## src/rtl/sprite_rom_arbiter.sv

```systemverilog
// ---------------------------------------------------------------------------
// sprite_rom_arbiter : round-robin sharing of one sprite ROM among N_REQ
//                      sprite controllers, with a one-hot tagged return path.
// Revision 1.0
// ---------------------------------------------------------------------------
`default_nettype none

module sprite_rom_arbiter #(
   parameter int N_REQ  = 4,
   parameter int ADDR_W = 10,
   parameter int DATA_W = 24,
   parameter int RD_LAT = 1
) (
   input  logic                      clk,
   input  logic                      rst,
   input  logic [N_REQ-1:0]          req_i,
   input  logic [N_REQ*ADDR_W-1:0]   addr_i,
   output logic [N_REQ-1:0]          gnt_o,
   output logic [ADDR_W-1:0]         mem_address_o,
   output logic                      mem_en_o,
   input  logic [DATA_W-1:0]         mem_data_i,
   output logic [DATA_W-1:0]         data_o,
   output logic [N_REQ-1:0]          valid_o
);

   localparam int PTR_W = (N_REQ > 1) ? $clog2(N_REQ) : 1;

   logic [PTR_W-1:0]  ptr_q;
   logic [PTR_W-1:0]  ptr_d;
   logic [N_REQ-1:0]  gnt;
   logic [PTR_W-1:0]  win_idx;
   logic              win_found;
   logic [ADDR_W-1:0] win_addr;
   int                scan_idx;
   logic [N_REQ-1:0]  ret_q [RD_LAT];

   // Scan from ptr upward with wrap; the first active request wins.
   always_comb begin
      gnt       = '0;
      win_idx   = '0;
      win_found = 1'b0;
      win_addr  = '0;
      scan_idx  = 0;
      if (!rst) begin
         for (int i = 0; i < N_REQ; i++) begin
            scan_idx = int'(ptr_q) + i;
            if (scan_idx >= N_REQ) begin
               scan_idx = scan_idx - N_REQ;
            end
            if (!win_found && req_i[scan_idx]) begin
               win_found       = 1'b1;
               win_idx         = PTR_W'(scan_idx);
               gnt[scan_idx]   = 1'b1;
               win_addr        = addr_i[scan_idx*ADDR_W +: ADDR_W];
            end
         end
      end
   end

   always_comb begin
      ptr_d = ptr_q;
      if (win_found) begin
         ptr_d = (win_idx == PTR_W'(N_REQ - 1)) ? '0 : win_idx + PTR_W'(1);
      end
   end

   always_ff @(posedge clk) begin
      if (rst) begin
         ptr_q <= '0;
         for (int s = 0; s < RD_LAT; s++) begin
            ret_q[s] <= '0;
         end
      end else begin
         ptr_q    <= ptr_d;
         ret_q[0] <= gnt;
         for (int s = 1; s < RD_LAT; s++) begin
            ret_q[s] <= ret_q[s-1];
         end
      end
   end

   assign gnt_o         = gnt;
   assign mem_en_o      = win_found;
   assign mem_address_o = win_addr;

   // Masking with rst drops a return already in the last stage when reset hits.
   assign valid_o = rst ? '0 : ret_q[RD_LAT-1];
   assign data_o  = (|valid_o) ? mem_data_i : '0;

endmodule

`default_nettype wire
```

## config.mk

```make
export PLATFORM = sky130hd
export DESIGN_NAME = sprite_rom_arbiter
export DESIGN_NICKNAME = d
export VERILOG_FILES = /design/src/rtl/sprite_rom_arbiter.sv
export SDC_FILE = /design/constraint.sdc
export NUM_CORES = 1
export LEC_CHECK = 0
export BUFFER_PORTS_ARGS = -buffer_cell sky130_fd_sc_hd__buf_2
export CAP_MARGIN = 40
export CORE_MARGIN = 4
export CORE_UTILIZATION = 30
export CTS_CLUSTER_SIZE = 20
export DETAILED_ROUTE_END_ITERATION = 10
export GPL_TIMING_DRIVEN = 0
export PLACE_DENSITY = 0.58
export SETUP_SLACK_MARGIN = 0.15
export SYNTH_ARGS = -nofsm -noshare
export SYNTH_HDL_FRONTEND = slang
export SYNTH_SLANG_ARGS = --single-unit
```

## constraint.sdc

```tcl
create_clock -name clk -period 6.2 [get_ports clk]
set_clock_uncertainty 0.15 [all_clocks]
set_input_delay 1.24 -clock clk [delete_from_list [all_inputs] [get_ports clk]]
set_output_delay 1.24 -clock clk [all_outputs]
set_load 0.05 [all_outputs]
```

==> flow_metrics.env <==
export IMPL_initial_utilization_pct=30.7
export IMPL_combPwrFrac_pct=95.2
export IMPL_required_ns=4.81
export IMPL_wire_per_inst_um=26.4
export IMPL_post_route_util_pct=38.0
export IMPL_place_gp_congestion=0.978
export IMPL_worstHoldStart="ptr_q[0]$_SDFFE_PP0P_"
export IMPL_timing_hold_violations_final=0
export IMPL_critPathTopFamily="buffers and inverters"
export IMPL_post_synth_top_area_fraction_pct=23.0
export IMPL_netSwitchingPower_w=0.00230
export IMPL_timing_max_cap_violations=0
export IMPL_coreArea_sq_um=15900
export IMPL_post_cts_hold_buffer_count=0
export IMPL_synth_area_per_cell_sq_um=8.47
export IMPL_cp_cell_sequence="buf_6 -> buf_12 -> buf_12 -> inv_2 -> buf_8 -> ha_1 -> or2_2 -> inv_1 -> clkbuf_4 -> ha_1 -> buf_2 -> buf_4 -> nor2_2 -> a31oi_1 -> o21ai_0 -> a31oi_1 -> a311oi_2 -> buf_6"
export IMPL_die_area_sq_um=18400
export IMPL_detailedRoute_firstIterationViolations=710
export IMPL_sequential_element_share_of_the_synthesized_area_pct=2.45
export IMPL_max_slew_margin_pct=42.2
export IMPL_vias=5962
export IMPL_period_minus_slack_ns=5.93
export IMPL_clkSlewWorstSetupHoldPaths_ns=0.03
export IMPL_grt_setup_unrepaired="false"
export IMPL_switching_share_pct=59.1
export IMPL_synth_top_area_cell="mux4_2"
export IMPL_first_pass_iters=5
export IMPL_diodes=0
export IMPL_cts_buffers_inserted=3
export IMPL_grt_max_degree=16
export IMPL_holdWs_ns=0.744
export IMPL_worst_ir_drop_vdd_mv=0.270
export IMPL_crit_slowest_cell="dfxtp_4"
export IMPL_worst_path_buf_inv=10
export IMPL_overflow=0
export IMPL_antenna_found_initial=0
export IMPL_area_taken_by_multi_input_logic_gates_sq_um=4470
export IMPL_synth_most_common_cell="mux4_2"
export IMPL_clock_sinks=6
export IMPL_fmax_mhz=169
export IMPL_total_leakage_power_nw=2.36
export IMPL_hpwlAfterDp_um=18400
export IMPL_nature_of_the_critical_path_endpoint="primary output"
export IMPL_synthesis_nets=664
export IMPL_global_route_usage_over_all_layers_pct=24.9
export IMPL_cp_max_fo=15
export IMPL_setup_worst_path_class="reg2out"
export IMPL_detail_route_wirelength_um=24000
export IMPL_sequentialPowerShare_pct=2.1
export IMPL_worstReg2RegStart="ptr_q[0]$_SDFFE_PP0P_"
export IMPL_synth_ff_type="dfxtp_1"
export IMPL_floorplan_die_height_um=136
export IMPL_final_min_period_over_clock_period_pct=95.6
export IMPL_remaining_drc_errors=0
export IMPL_finalMaxSlewViolations=0
export IMPL_critical_path_max_stage_delay_ns=0.42
export IMPL_cts_htree_levels=1
export IMPL_first_global_vias=5681
export IMPL_synth_area_top_cells="mux4_2 23%, mux2i_1 8.0%, mux2_2 6.0%, nor2b_1 5.6%, ha_1 3.6%"
export IMPL_synthesized_area_sq_um=4900
export IMPL_clk_insertion_delay_late_ns=0.23
export IMPL_layout_drive_gt1_share_pct=38.6
export IMPL_startpoint="ptr_q[0]$_SDFFE_PP0P_"
export IMPL_clock_tree_buffer_depth=2
export IMPL_row_count=46
export IMPL_yosysWarningCount=0
export IMPL_synth_seq_cells=6
export IMPL_power_density_cell_area_nw_per_um2=643
export IMPL_internal_power_w=0.00159
export IMPL_tritoncts="done"
export IMPL_postRouteAntennaNets=0
export IMPL_routed_via_density=6.54
export IMPL_first_pass_grt_wire_length_um=35200
export IMPL_setup_viol=0
export IMPL_post_synth_num_cell_types=75
export IMPL_p_clk_share_pct=2.7
export IMPL_port_buffers=109
export IMPL_ff_latch_area_sq_um=125
export IMPL_overall_power_w=0.00389
export IMPL_finish_net_count=782
export IMPL_fill_cells=1668
export IMPL_synthTopCellsByCount="50 x mux4_2, 44 x nand2_1, 44 x nor2b_1"
export IMPL_synthCells=579
export IMPL_totalNegativeSetupSlack_ns=0
export IMPL_synth_enable_flop_cells=0
export IMPL_cts_root_buf="clkbuf_16"
export IMPL_run_status="complete, no violations"
export IMPL_worst_pin_slew_ns=0.859
export IMPL_hold_class="reg2reg"
export IMPL_top_level_ports=113
export IMPL_die_width_um=136
export IMPL_area_growth_pct=23.5
export IMPL_timing_critical_path_from_type="flop"
export IMPL_worst_endpoint_arrival_ns=4.54
export IMPL_synth_async_sr_flop_share_pct=0
per-layer routing:
metal / global-route usage (%) / up-vias / wire [um]
met3: 4.07 / 101 / 2650
met1: 31.4 / 2823 / 9020
met5: 0 / - / 0
met2: 42.5 / 507 / 11300
met4: 9.74 / 0 / 1070
li1: - / 2531 / -
placed cells by master, fill, tap and decap left out, drive strengths merged, types with 15 or more instances in the layout:
cell | netlist | routed
a21oi | 31 | 31
buf | 39 | 151
clkbuf | 18 | 22
inv | 16 | 16
mux2 | 29 | 29
mux2i | 39 | 39
mux4 | 52 | 52
nand2 | 44 | 44
nand2b | 15 | 15
nor2 | 32 | 32
nor2b | 44 | 44
o21ai | 27 | 27
path summary, 6_finish.rpt:
check,end,slack (ns),cells after the start
max,mem_address_o[3],0.27,18
min reg2reg,ret_q[0][0]$_SDFF_PP0_,0.74,3
min,ret_q[0][0]$_SDFF_PP0_,0.74,3
max reg2reg,ret_q[0][1]$_SDFF_PP0_,2.97,13
worst min-delay path, cell delays in order, from the launching register on:
cell	delay (ns)
dfxtp_4	0.42
ha_1	0.24
a221oi_1	0.11
nor2_1	0.08
what timing repair did:
item / 4_1_cts / 5_1_grt
pin swaps: 1 / 2
endpoints found under the setup margin: 10 / 10
resized for setup: 33 / 31
buffers inserted: 1 / 2
sequential cells by signal (all words and copies together) (netlist names):
name and count:
ptr_q 2, ret_q 4
area by class of cell:
cell class / count / share of cell area (%)
inverter: 17 / 1.08
timing repair buffer: 113 / 10.2
clock buffer: 3 / 1.24
buffer: 58 / 7.09
sequential: 6 / 2.07
multi-input combinational: 498 / 73.9
tap: 216 / 4.47
power by group through the flow:
stage | Clock [W] | Combinational (W) | Sequential, W
global placement | 0 | 0.00348 | 0.0000769
finish | 0.000104 | 0.00371 | 0.0000818
global route | 0.000108 | 0.00387 | 0.0000830
CTS | 0.000107 | 0.00355 | 0.0000794
detailed placement | 0 | 0.00345 | 0.0000768
floorplan | 0 | 0.00258 | 0.0000653
cell families (layout without fill, tap and decap cells):
logic type / Yosys count / count (layout) / synth area share, %
flops: 6 / 6 / 2.45
simple gates: 197 / 197 / 22.0
buf+inv: 75 / 191 / 8.96
mux: 120 / 120 / 38.6
xor+xnor: 5 / 5 / 0.893
fa+ha+maj: 15 / 15 / 3.98
compound gates: 161 / 161 / 23.1
per-stage QoR:
stage | worst slack (ns) | std cells | cell area, sq um
6_report | 0.273 | 911 | 6050
2_1_floorplan | 0.163 | 579 | 4940
3_5_place_dp | -1.29 | 905 | 5770
3_3_place_gp | -1.27 | 904 | 5760
5_1_grt | 0.158 | 911 | 6050
4_1_cts | 0.164 | 909 | 5960
No activity file was read; power rests on OpenSTA's default activity.
